===== src/rtl/code_conv_pkg.sv =====
// Shared types, constants and the 8,4,-2,-1 digit conversion used by the arbiter.
package code_conv_pkg;

   localparam logic MODE_BCD  = 1'b0;
   localparam logic MODE_GRAY = 1'b1;

   // Six 4-bit patterns that have no decimal meaning in 8,4,-2,-1 code
   localparam logic [3:0] ILL_0001 = 4'b0001;
   localparam logic [3:0] ILL_0010 = 4'b0010;
   localparam logic [3:0] ILL_0011 = 4'b0011;
   localparam logic [3:0] ILL_1100 = 4'b1100;
   localparam logic [3:0] ILL_1101 = 4'b1101;
   localparam logic [3:0] ILL_1110 = 4'b1110;

   function automatic logic is_illegal(input logic [3:0] code);
      return (code == ILL_0001) || (code == ILL_0010) || (code == ILL_0011) ||
             (code == ILL_1100) || (code == ILL_1101) || (code == ILL_1110);
   endfunction

   // Returns {err, data[3:0]}; illegal codes give data 0000 with err set
   function automatic logic [4:0] conv_digit(input logic [3:0] code, input logic mode);
      logic [3:0] bcd;
      logic [3:0] gray;
      bcd = 4'd0;
      case (code)
         4'b0000: bcd = 4'd0;
         4'b0111: bcd = 4'd1;
         4'b0110: bcd = 4'd2;
         4'b0101: bcd = 4'd3;
         4'b0100: bcd = 4'd4;
         4'b1011: bcd = 4'd5;
         4'b1010: bcd = 4'd6;
         4'b1001: bcd = 4'd7;
         4'b1000: bcd = 4'd8;
         4'b1111: bcd = 4'd9;
         default: bcd = 4'd0;
      endcase
      // Reflected binary Gray of the decimal value
      gray = bcd ^ {1'b0, bcd[3:1]};
      if (is_illegal(code)) begin
         return 5'b1_0000;
      end
      return {1'b0, (mode == MODE_BCD) ? bcd : gray};
   endfunction

endpackage


===== src/rtl/code_conv_arbiter_if.sv =====
// Handshake bundle: two digit requesters in, one converted-digit stream out.
interface code_conv_arbiter_if;

   logic       req0_valid;
   logic [3:0] req0_code;
   logic       req0_mode;
   logic       req0_ready;
   logic       req1_valid;
   logic [3:0] req1_code;
   logic       req1_mode;
   logic       req1_ready;
   logic       out_valid;
   logic       out_ready;
   logic [3:0] out_data;
   logic       out_src;
   logic       out_err;

   // Requesters and consumer side
   modport master (
      output req0_valid, req0_code, req0_mode, req1_valid, req1_code, req1_mode, out_ready,
      input  req0_ready, req1_ready, out_valid, out_data, out_src, out_err
   );

   // Arbiter side
   modport slave (
      input  req0_valid, req0_code, req0_mode, req1_valid, req1_code, req1_mode, out_ready,
      output req0_ready, req1_ready, out_valid, out_data, out_src, out_err
   );

endinterface


===== src/rtl/code_conv_arbiter_digit_conv.sv =====
// Combinational 8,4,-2,-1 to BCD/Gray converter for a single digit.
module digit_conv
   import code_conv_pkg::*;
(
   input  logic [3:0] code,
   input  logic       mode,
   output logic [3:0] data,
   output logic       err
);

   logic [4:0] res;

   // Conversion is entirely the package function, so bench and arbiter share one table
   always_comb begin
      res = conv_digit(code, mode);
   end

   assign data = res[3:0];
   assign err  = res[4];

endmodule


===== src/rtl/code_conv_arbiter.sv =====
// Round-robin arbiter sharing one digit converter between two requesters,
// with a single registered output slot and per-requester illegal-code counters.
module code_conv_arbiter
   import code_conv_pkg::*;
#(
   parameter int CNT_W = 8
) (
   input  logic             clk,
   input  logic             rst,
   code_conv_arbiter_if.slave bus,
   input  logic             cnt_clr,
   output logic [CNT_W-1:0] err_cnt0,
   output logic [CNT_W-1:0] err_cnt1
);

   localparam logic [CNT_W-1:0] CNT_MAX = '1;

   logic       out_valid_q;
   logic [3:0] out_data_q;
   logic       out_src_q;
   logic       out_err_q;
   logic       last_grant;
   logic       slot_free;
   logic       grant0;
   logic       grant1;
   logic       acc0;
   logic       acc1;
   logic [3:0] sel_code;
   logic       sel_mode;
   logic [3:0] conv_data;
   logic       conv_err;

   // Grant: a lone valid requester wins; on contention the one not served last wins
   always_comb begin
      slot_free = ~out_valid_q | bus.out_ready;
      grant0    = bus.req0_valid & (~bus.req1_valid | last_grant);
      grant1    = bus.req1_valid & (~bus.req0_valid | ~last_grant);
      acc0      = slot_free & grant0;
      acc1      = slot_free & grant1;
      sel_code  = grant1 ? bus.req1_code : bus.req0_code;
      sel_mode  = grant1 ? bus.req1_mode : bus.req0_mode;
   end

   digit_conv u_conv (
      .code (sel_code),
      .mode (sel_mode),
      .data (conv_data),
      .err  (conv_err)
   );

   // Output slot: load on accept, drain when consumed, otherwise hold
   always_ff @(posedge clk) begin
      if (rst) begin
         out_valid_q <= 1'b0;
         out_data_q  <= 4'd0;
         out_src_q   <= 1'b0;
         out_err_q   <= 1'b0;
         last_grant  <= 1'b1;
      end else if (acc0 | acc1) begin
         out_valid_q <= 1'b1;
         out_data_q  <= conv_data;
         out_src_q   <= acc1;
         out_err_q   <= conv_err;
         last_grant  <= acc1;
      end else if (out_valid_q & bus.out_ready) begin
         out_valid_q <= 1'b0;
      end
   end

   // Saturating illegal-code counters; clear beats a same-edge increment
   always_ff @(posedge clk) begin
      if (rst || cnt_clr) begin
         err_cnt0 <= '0;
         err_cnt1 <= '0;
      end else begin
         if (acc0 && conv_err && (err_cnt0 != CNT_MAX)) begin
            err_cnt0 <= err_cnt0 + 1'b1;
         end
         if (acc1 && conv_err && (err_cnt1 != CNT_MAX)) begin
            err_cnt1 <= err_cnt1 + 1'b1;
         end
      end
   end

   assign bus.req0_ready = acc0;
   assign bus.req1_ready = acc1;
   assign bus.out_valid  = out_valid_q;
   assign bus.out_data   = out_data_q;
   assign bus.out_src    = out_src_q;
   assign bus.out_err    = out_err_q;

endmodule


===== src/flat_wrapper.sv =====
// flat-port wrapper written by rule: the top's interface ports become plain ports
module code_conv_arbiter_flat import code_conv_pkg::*;
#(
   parameter int CNT_W = 8
)
  (clk, rst, cnt_clr, err_cnt0, err_cnt1, bus_req0_valid, bus_req0_code, bus_req0_mode, bus_req1_valid, bus_req1_code, bus_req1_mode, bus_out_ready, bus_req0_ready, bus_req1_ready, bus_out_valid, bus_out_data, bus_out_src, bus_out_err);
  code_conv_arbiter_if bus_i ();
  input  logic clk;
  input  logic rst;
  input  logic cnt_clr;
  output logic [CNT_W-1:0] err_cnt0;
  output logic [CNT_W-1:0] err_cnt1;
  input wire logic [$bits(bus_i.req0_valid)-1:0] bus_req0_valid;
  input wire logic [$bits(bus_i.req0_code)-1:0] bus_req0_code;
  input wire logic [$bits(bus_i.req0_mode)-1:0] bus_req0_mode;
  input wire logic [$bits(bus_i.req1_valid)-1:0] bus_req1_valid;
  input wire logic [$bits(bus_i.req1_code)-1:0] bus_req1_code;
  input wire logic [$bits(bus_i.req1_mode)-1:0] bus_req1_mode;
  input wire logic [$bits(bus_i.out_ready)-1:0] bus_out_ready;
  output wire logic [$bits(bus_i.req0_ready)-1:0] bus_req0_ready;
  output wire logic [$bits(bus_i.req1_ready)-1:0] bus_req1_ready;
  output wire logic [$bits(bus_i.out_valid)-1:0] bus_out_valid;
  output wire logic [$bits(bus_i.out_data)-1:0] bus_out_data;
  output wire logic [$bits(bus_i.out_src)-1:0] bus_out_src;
  output wire logic [$bits(bus_i.out_err)-1:0] bus_out_err;
  assign bus_i.req0_valid = bus_req0_valid;
  assign bus_i.req0_code = bus_req0_code;
  assign bus_i.req0_mode = bus_req0_mode;
  assign bus_i.req1_valid = bus_req1_valid;
  assign bus_i.req1_code = bus_req1_code;
  assign bus_i.req1_mode = bus_req1_mode;
  assign bus_i.out_ready = bus_out_ready;
  assign bus_req0_ready = bus_i.req0_ready;
  assign bus_req1_ready = bus_i.req1_ready;
  assign bus_out_valid = bus_i.out_valid;
  assign bus_out_data = bus_i.out_data;
  assign bus_out_src = bus_i.out_src;
  assign bus_out_err = bus_i.out_err;
  code_conv_arbiter #(.CNT_W(CNT_W)) u_core (.clk(clk), .rst(rst), .bus(bus_i), .cnt_clr(cnt_clr), .err_cnt0(err_cnt0), .err_cnt1(err_cnt1));
endmodule

===== config.mk =====
export PLATFORM = sky130hd
export DESIGN_NAME = code_conv_arbiter_flat
export DESIGN_NICKNAME = d
export VERILOG_FILES = /design/src/rtl/code_conv_pkg.sv /design/src/rtl/code_conv_arbiter_if.sv /design/src/rtl/code_conv_arbiter_digit_conv.sv /design/src/rtl/code_conv_arbiter.sv /design/src/flat_wrapper.sv
export SDC_FILE = /design/constraint.sdc
export NUM_CORES = 1
export LEC_CHECK = 0
export BUFFER_PORTS_ARGS = -buffer_cell sky130_fd_sc_hd__buf_2
export CAP_MARGIN = 10
export CORE_ASPECT_RATIO = 1.4
export CORE_MARGIN = 8
export CORE_UTILIZATION = 40
export DETAILED_ROUTE_END_ITERATION = 8
export GPL_TIMING_DRIVEN = 0
export PLACE_DENSITY = 0.76
export RECOVER_POWER = 25
export SETUP_SLACK_MARGIN = 0.4
export SLEW_MARGIN = 20
export SYNTH_ARGS = -nofsm -noshare
export SYNTH_HDL_FRONTEND = slang
export SYNTH_SLANG_ARGS = --single-unit

===== constraint.sdc =====
create_clock -name clk -period 3.9 [get_ports clk]
set_input_delay 0.195 -clock clk [delete_from_list [all_inputs] [get_ports clk]]
set_output_delay 0.195 -clock clk [all_outputs]
set_load 0.01 [all_outputs]

Yosys cells after proc, flatten, opt, wreduce, memory -nomap -nowiden. Memories as Yosys holds them, arrays and structs flattened. Index checks and enable logic that the tools add are counted.

Reductions and logical operators: 11. Eq/ne operators: 8. Shifts and indexed selects: 0. Muxes and demuxes: 8. Multipliers: 0. Add/sub/neg operators: 2. Div/mod/pow operators: 0. Order comparisons: 0. Bitwise operators: 14.

Operator list (count): 8-bit by 1-bit adder with 8-bit output, second input constant (2); 8-bit inequality test, second input constant (2); 4-bit equality test, second input constant (3); 5-bit two-way mux (2); 4-bit by 2-bit equality test with 1-bit output, second input constant (2); 4-bit two-way mux (2); 1-bit logical OR (6); 1-bit bitwise AND (5); 4-bit by 1-bit equality test with 1-bit output, second input constant (1); 1-bit logical AND (4); 1-bit two-way mux (4); 1-bit inverter (4); 1-bit bitwise OR (4); 4-bit by 3-bit bitwise XOR with 4-bit output (1); 2-bit nonzero test (1).

Bits in read-only memories: 64. Input port bits: 16. Latch bits: 0. Register bits: 24. Memories kept: 1. Memory bits (writable): 0. Output and inout bits: 25. Logic and storage cells: 51.

Memory list: (no name shown) (depth 16, width 4, read ports 1, clocked after Yosys merged registers in 0, write ports 0, RTL line code_conv_pkg.sv:25) `case (code)`.

Logic depth before layout (Yosys ltp). Gate-level depths: netlist of the first run.

Depth after elaboration: 14. Depth in mapped cells: 11. Gate-level depth less buffers: 8.

Modules after synthesis. From an unflattened synthesis of the first run, not the netlist that was laid out.

Cells, all modules: 169. Area, all modules: 1482.7 um^2.

By module, submodules not included: code_conv_arbiter (seq. area each 480.5 um^2, area an instance 1213.7 um^2, cells each 134, times used 1); digit_conv (seq. area each 0.0 um^2, area an instance 269.0 um^2, cells each 35, times used 1).

Worst setup path after synthesis of the first run. Ideal clock, no wire load.

Path type: register to register. Start point: register u_core.last_grant. End point: register u_core.err_cnt0[3]. Path buffers: 2. Setup slack: 1403 ps. Setup time: 70 ps. Stages on the path, launching flop included: 10. Arrival: 2427 ps. Required time: 3830 ps. Period minus slack after synthesis: 2497 ps. Cell sequence: dfxtp_1 > a21boi_4 > buf_2 > mux2i_1 > ha_1 > nor3_1 > mux2_4 > buf_6 > or4_1 > a21oi_1.

Cells in the longest elaborated chain, start to end: 14. Elaborated cells between the ends (all ways): 22. Those cells by class: 6 x eq/ne; 3 x mux; 6 x bitwise; 7 x reduce/logical.

RTL lines: from (decl) (RTL line code_conv_arbiter.sv:22) `logic last_grant;`; from (signal assigned) (RTL line code_conv_arbiter.sv:58) `last_grant <= 1'b1;`; from (signal assigned) (RTL line code_conv_arbiter.sv:64) `last_grant <= acc1;`; 1-bit inverter (RTL line code_conv_arbiter.sv:37) `grant1 = bus.req1_valid & (~bus.req0_valid | ~last_grant);`; 1-bit bitwise OR (RTL line code_conv_arbiter.sv:37); 1-bit bitwise AND (RTL line code_conv_arbiter.sv:37); 4-bit two-way mux (RTL line code_conv_arbiter.sv:40) `sel_code = grant1 ? bus.req1_code : bus.req0_code;`; 4-bit by 1-bit equality test with 1-bit output or 4-bit by 2-bit equality test with 1-bit output (tied branches) (RTL line code_conv_pkg.sv:16) `return (code == ILL_0001) || (code == ILL_0010) || (code == ILL_0011) ||`; 1-bit logical OR (3 in series) (RTL line code_conv_pkg.sv:16); 1-bit logical OR (2 in series) (RTL line code_conv_pkg.sv:17) `(code == ILL_1100) || (code == ILL_1101) || (code == ILL_1110);`; 1-bit two-way mux (RTL line code_conv_pkg.sv:40) `if (is_illegal(code)) begin`; 5-bit two-way mux (RTL line code_conv_pkg.sv:43) `return {1'b0, (mode == MODE_BCD) ? bcd : gray};`; 1-bit logical AND * (2 in series) (RTL line code_conv_arbiter.sv:76) `if (acc0 && conv_err && (err_cnt0 != CNT_MAX)) begin`; to (signal assigned) (RTL line code_conv_arbiter.sv:77) `err_cnt0 <= err_cnt0 + 1'b1;`; to (decl) (RTL line code_conv_arbiter.sv:12) `output logic [CNT_W-1:0] err_cnt0,`.

Every way passes the cells marked *; elsewhere a longest branch is shown, timed or not. A chain may end at the register's enable or synchronous reset.

Worst setup path in the final report of the first run.
Start point: register u_core.last_grant. End point: register u_core.out_data_q[0], in the netlist u_core.bus.out_data[0].

Cells in the longest elaborated chain, start to end: 12. Elaborated cells between the ends (all ways): 26. Those cells by class: 6 x eq/ne; 5 x mux; 9 x bitwise; 5 x reduce/logical; 1 x memory.

RTL lines: parallel branches: the longest is 12 deep, another holds memory read 16 x 4 bit; to (signal assigned) (RTL line code_conv_arbiter.sv:61) `out_data_q <= conv_data;`; to (decl) (RTL line code_conv_arbiter.sv:19) `logic [3:0] out_data_q;`.

Several ways; the timed one is not identified.

==> impl_results.md, run 1 <==
* CP cell instances: a21boi_4, buf_2, mux2i_1, inv_1, ha_1, nor3_1, mux2_4, clkbuf_1, nor2_1, o41ai_1
* Clk buf depth at 2
* Worst skew pair latency at 0.27 ns
* Num CTS Buffers at 3
* CP max-delay cell: dfxtp_1
* Maximum vdd drop at 0.0001681 V
* Wire per inst at 14.56 um
* Hold Vio Cnt, Final at 0
* # IOs at 41
* Hold Slack at 0.2431 ns
* RePlAce Congestion at 0.8320
* Buffers on Ports at 40
* Area grow syn2layout at 18.74%
* Unrepaired setup endpoints after global routing: false
* Placed cell area at 1748 um2
* Slowest Stage Delay on Critical Path at 0.36 ns
* Setup TNS at 0 ns
* Synthesized netlist cell count at 175
* # DRC at 0
* Reg2Reg Depth at 10
* Final worst-path cycle share at 75.32%
* Least-Margin Pin Slew at 0.6260 ns
* Hold path depth at 3
* Seq/Total Area, Yosys at 32.13%
* EDFF count, synth at 0
* WHS Endpoint: u_core.bus.out_valid
* Reg-to-reg endpoint: u_core.bus.out_data[0]
* Die Ht at 88.34 um
* Library cells used by synthesis at 37
* Synth Register Bits at 24
* Initial DRT Pass Iterations at 4
* Critical Path Start Type: flip-flop
* Post-Synthesis Net Count at 198
* Ys Warns at 0
* Primary FF master, synth: dfxtp_1
* Most frequent cells in the layout: 31 x buf_2, 24 x dfxtp_1, 16 x clkbuf_1, 14 x a21oi_1, 13 x mux2i_1
* Diode count at 0
* Worst Skew at 0.002565 ns
* Remaining global-route overflow at 0
* Min cycle time layout at 2.938 ns
* Avg Cell Area, Syn at 8.544 um2
* Vias/cell at 5.708
* Die area at 5978 um2
* Number of core rows at 26
* Max-Cap Viols at 0
* Worst Setup End Kind: flip-flop
* CTS tree: built
* Post-CTS Setup Inserts at 0
* Post-CTS sizing at 0
* Dpl hpwl at 2.994 mm
* Worst EP arrival at 3.11 ns
* Worst-path clk slew at 0.08 ns
* Clk sinks at 24
* DRT iter0 DRCs at 116
* Vias in the first global route at 1441
* Core Box Area at 3611 um2
* Reg2reg setup slack at 0.96 ns
* Hold Path Class: in2reg
* Post-route ant nets at 0
* Initial Util at 41.41%
* Synthesized area at 1495 um2
* Total track usage at 13.14%
* # hold bufs at CTS at 0
* Pin count of the biggest net entering global routing at 13
* Share of flip-flops with an asynchronous set or reset at 0%
* Pwr Total at 535.7 uW
* Final setup fails at 0
* Clock Tree Root: clkbuf_8
* Commonest non-fill, non-tap cell in the layout: buf_2
* PD cells at 301.7 nW/um2
* Final nets at 243
* Total number of vias at 1484
* Worst Path Required at 4.07 ns
* Reg2reg start: u_core.last_grant
* Slew Limit Fails at 0
* Share of cells above drive strength 1 at 17.43%
* CP Class: reg2reg
* Rel. slew slack at 57.99%
* First-pass GRT wire length at 6.230 mm
* Final instance area at 1775 um2
* CTS HTree Levels at 1
* Initial antenna violation count at 0
* Die Wd at 67.67 um
* Hold Startpoint: bus_req1_valid
* Maximum clock frequency at 0.3404 GHz
* Status: complete, no violations
* Post-Route WL at 3.785 mm
* Leak pwr at 0.0006522 uW
* Critical path fanouts, max at 10
[through the flow]
| stage | utilization (%) | setup WS, ns | cells |
|---|---|---|---|
| floorplan | - | 1.403 | 175 |
| global placement | 48.41 | 1.010 | 257 |
| detailed placement | 48.41 | 0.9335 | 257 |
| CTS | 49.55 | 0.9198 | 260 |
| global route | 49.17 | 0.7135 | 260 |
| finish | 49.17 | 0.9624 | 260 |
[cells in the mapped netlist, types with 3 or more instances]
cell	n	area, um2
or3_1	10	62.56
clkbuf_1	5	18.77
o21ai_1	5	25.02
nand3_1	8	40.04
dfxtp_1	24	480.5
xnor2_1	3	26.28
a21oi_1	14	70.07
mux2i_1	13	130.1
inv_1	5	18.77
nand2_1	12	45.04
o31ai_1	8	60.06
nand3b_1	6	45.04
nor4_1	5	31.28
nand2b_1	4	25.02
nand4_1	3	18.77
ha_1	7	87.58
nor2_1	6	22.52
nor2b_1	3	18.77
or4_1	7	52.55
nor3_1	5	25.02
[kinds of logic (layout without fill, tap and decap cells)]
| family | after synthesis | count (layout) | share of synthesized area [%] |
|---|---|---|---|
| AOI/OAI and AO/OA | 39 | 39 | 17.57 |
| buffers and inverters | 13 | 56 | 3.933 |
| adders and majority gates | 7 | 7 | 5.857 |
| and+or+nand+nor | 74 | 74 | 28.28 |
| DFF | 24 | 24 | 32.13 |
| xor gates and xnor gates | 3 | 3 | 1.758 |
| muxes | 15 | 15 | 10.46 |
[final cells by class]
class,instances,area [um2]
Fill cell,367,1836
Inverter,5,18.77
Multi-Input combinational cell,138,955.9
Tap cell,42,52.55
Timing Repair Buffer,40,186.4
Buffer,8,40.04
Sequential cell,24,480.5
Clock buffer,3,41.29
[worst max-delay path, delay by kind of cell, from the launching register on]
family                   cells  cell delay, ns
multiplexers                 2            0.58
AND/OR/NAND/NOR              2            0.41
buffers and inverters        3            0.75
flip-flops                   1            0.36
AO/OA/AOI/OAI                2            0.53
adder cells (fa/ha/maj)      1            0.21
[where the power goes]
part,leakage (uW),total [uW],internal [uW],switching [uW]
sequential,0.000195,258,253,5.18
combinational,0.000436,130,51.0,79.3
clock,0.0000216,148,69.2,78.4
[worst max path at each step]
| stage | depth (start not counted) | endpoint | start | slack [ns] |
|---|---|---|---|---|
| floorplan | 9 | u_core.err_cnt0[3] | u_core.last_grant | 1.40 |
| global placement | 11 | u_core.bus.out_data[0] | bus_req1_valid | 1.01 |
| detailed placement | 11 | u_core.bus.out_data[0] | bus_req0_valid | 0.93 |
| CTS | 10 | u_core.bus.out_data[0] | u_core.last_grant | 0.92 |
| global route | 10 | u_core.bus.out_data[0] | u_core.last_grant | 0.71 |
| finish | 10 | u_core.bus.out_data[0] | u_core.last_grant | 0.96 |
[routing by layer]
layer / share of wire, % / global-route usage [%]
met1: 43 / 14.19
met2: 50 / 23.60
met3: 5.4 / 2.028
met4: 1.8 / 6.679
met5: 0 / 0
[state kept, by name (all words and copies together), names as in the netlist]
name,cells
u_core.err_cnt1,8
u_core.err_cnt0,8
u_core.bus.out_src,1
u_core.bus.out_valid,1
u_core.bus.out_err,1
u_core.last_grant,1
u_core.bus.out_data,4
Note: power is estimated with default switching activity, not from simulation.
==> run 2: changes to the inputs <==
PLACE_DENSITY = 0.78   (was 0.76)
clock period = 2.4 ns   (was 3.9 ns; I/O delays follow)
==> run 2 against run 1 <==
  * Global-route usage is 0.42 points higher
  * Cell area rose by 16%
  * Worst setup slack got worse by 0.92 ns
  * Via count rose by 1.8%
  * Maximum frequency is 25% higher
  * Critical path depth shrank 1
  * Critical endpoint is now u_core.err_cnt1[2]
  * Largest cell class unchanged
  * Largest power group unchanged
  * Highest routed layer unchanged
==> impl_results.md, run 2 (synthesized netlist as in run 1, its figures left out) <==
* Sw Pwr at 304.9 uW (+87%)
* Core Box Area at 3611 um2 (unchanged)
* Placed cell area at 1808 um2 (+3.4%)
* Critical Path Start Type: flip-flop
* Hold Vio Cnt, Final at 0 (unchanged)
* # IOs at 41 (unchanged)
* Critical path fanouts, max at 10 (unchanged)
* Commonest non-fill, non-tap cell in the layout: buf_2
* Wire per inst at 15.11 um (+3.8%)
* Worst skew pair latency at 0.27 ns (about the same)
* Hold Startpoint: bus_req1_valid
* Maximum vdd drop at 0.0005088 V (+200%)
* Number of core rows at 26 (unchanged)
* RePlAce Congestion at 0.8200 (-1.4%)
* Final instance area at 2063 um2 (+16%)
* Diode count at 0 (unchanged)
* Final setup margin at 0.04513 ns (-0.9173 ns)
* Dpl hpwl at 3.009 mm (+0.49%)
* Die Ht at 88.34 um (unchanged)
* Initial DRT Pass Iterations at 4 (unchanged)
* Internal Pwr Total at 754.4 uW (+100%)
* Post-route ant nets at 0 (unchanged)
* Share of cells above drive strength 1 at 31.11% (+14 points)
* First-pass GRT wire length at 6.630 mm (+6.4%)
* Reg power frac at 39.5% (-8.6 points)
* Maximum clock frequency at 0.4247 GHz (+25%)
* Reg2reg start: u_core.last_grant
* Initial antenna violation count at 0 (unchanged)
* Final worst-path cycle share at 98.12% (+23 points)
* Max-Cap Viols at 0 (unchanged)
* PD cells at 513.4 nW/um2 (+70%)
* Sw frac at 28.78% (-1.6 points)
* Final nets at 249 (+2.5%)
* Most frequent cells in the layout: 31 x buf_2, 23 x dfxtp_1, 13 x clkbuf_1, 12 x nand2_1
* Total number of vias at 1511 (+1.8%)
* Setup slack at placement at -0.1533 ns (-1.087 ns)
* Initial Util at 41.41% (unchanged)
* Total track usage at 13.56% (+0.42 points)
* Vias in the first global route at 1502 (+4.2%)
* Worst Setup End Kind: flip-flop
* Hold Slack at 0.1603 ns (-0.08281 ns)
* Num CTS Buffers at 3 (unchanged)
* Min cycle time layout at 2.355 ns (-0.5827 ns)
* CTS tree: built
* DRT iter0 DRCs at 101 (-13%)
* Pin count of the biggest net entering global routing at 15 (+2)
* Rel. slew slack at 53.77% (-4.2 points)
* Clk sinks at 24 (unchanged)
* Unrepaired setup endpoints after global routing: true
* Reg2Reg Depth at 9 (-1)
* # hold bufs at CTS at 0 (unchanged)
* Hold path depth at 3 (unchanged)
* Leak pwr at 0.0007623 uW (+17%)
* Post-Route WL at 4.035 mm (+6.6%)
* Area grow syn2layout at 37.99%
* Remaining global-route overflow at 0 (unchanged)
* # DRC at 0 (unchanged)
* Reg-to-reg endpoint: u_core.err_cnt1[2]
* Die area at 5978 um2 (unchanged)
* Reg2reg setup slack at 0.05 ns (-0.92 ns)
* Vias/cell at 5.659 (-0.85%)
* CP Class: reg2reg
* WHS Endpoint: u_core.bus.out_valid
* Hold Path Class: in2reg
* Status: complete, no violations
* Slew Limit Fails at 0 (unchanged)
* CTS HTree Levels at 1 (unchanged)
* Worst-path clk slew at 0.10 ns (+0.02 ns)
* Least-Margin Pin Slew at 0.6889 ns (+0.06288 ns)
* Clk buf depth at 2 (unchanged)
* Clock Tree Root: clkbuf_8
* Worst Skew at 0.01132 ns (+0.008752 ns)
* Comb power frac at 26.2% (+1.9 points)
* Clk pwr share at 34.2% (+6.6 points)
* Buffers on Ports at 40 (unchanged)
* Worst Path Required at 2.60 ns (-1.47 ns)
* Worst EP arrival at 2.56 ns (-0.55 ns)
* Die Wd at 67.67 um (unchanged)
* Final setup fails at 0 (unchanged)
run 2: changes by cell type in the layout (fill, tap and decap cells not counted), moves of 4 or more:
cell | before | now
buf_4 | 0 | 5
nor4_1 | 5 | 0
nor4_4 | 0 | 5
o31ai_1 | 8 | 4
o31ai_2 | 0 | 4
run 2: how the worst max path moves through the flow:
| stage | from | slack (ns) | to |
|---|---|---|---|
| after detailed placement | u_core.last_grant | -0.15 | u_core.bus.out_data[0] |
| after floorplan | u_core.last_grant | 0.09 | u_core.err_cnt0[2] |
| after global placement | u_core.last_grant | -0.07 | u_core.bus.out_data[0] |
| final | u_core.last_grant | 0.05 | u_core.err_cnt1[2] |
| after CTS | u_core.last_grant | 0.08 | u_core.err_cnt1[2] |
| after global routing | u_core.last_grant | -0.01 | u_core.err_cnt1[2] |
run 2: worst max-delay path, cell delays in order (launching register included):
cell and delay (ns):
dfxtp_2 0.35, a21boi_4 0.20, buf_6 0.14, mux2i_4 0.28
ha_2 0.24, nor3_2 0.05, mux2_4 0.29, buf_6 0.14
or4_4 0.48, a21oi_2 0.11
run 2: per-layer routing:
| layer | routed length (um) | GRT usage, % | share of wire (%) | up-vias |
|---|---|---|---|---|
| met1 | 1602 | 13.72 | 40 | 723 |
| met3 | 223 | 2.788 | 5.5 | 2 |
| met4 | 19 | 4.771 | 0.47 | 0 |
| met2 | 2189 | 25.93 | 54 | 27 |
| li1 | - | - | - | 759 |
| met5 | 0 | 0 | 0 | - |
run 2: power by group through the flow:
stage	sequential, uW	clock [uW]	combinational, uW
global placement	428	0	231
CTS	419	364	270
finish	419	363	278
global route	420	381	300
floorplan	433	0	157
detailed placement	428	0	234
run 2: what timing repair did:
item,CTS,global route
gates cloned,0,0
buffers inserted,6,0
setup endpoints to repair,21,20
gates resized for setup,13,12
pin swaps,5,10
run 2: area by class of cell:
type / instances / area [um2]
clock inverters: 1 / 30.03
plain buffers: 8 / 65.06
inverters: 5 / 18.77
fillers: 335 / 1548
multi-input cells: 138 / 1129
repair buffers: 46 / 245.2
clock buffers: 3 / 41.29
well taps: 42 / 52.55
flip-flops and latches: 24 / 481.7
run 2: through the flow:
| step | setup TNS [ns] | std cells | util, % | total power [uW] |
|---|---|---|---|---|
| after detailed placement | -1.335 | 257 | 50.07 | 662.4 |
| final | 0 | 267 | 57.14 | 1059 |
| after floorplan | 0 | 175 | - | 589.6 |
| after CTS | 0 | 267 | 56.20 | 1052 |
| after global routing | -0.02496 | 267 | 57.14 | 1101 |
| after global placement | -0.5044 | 257 | 50.07 | 658.9 |
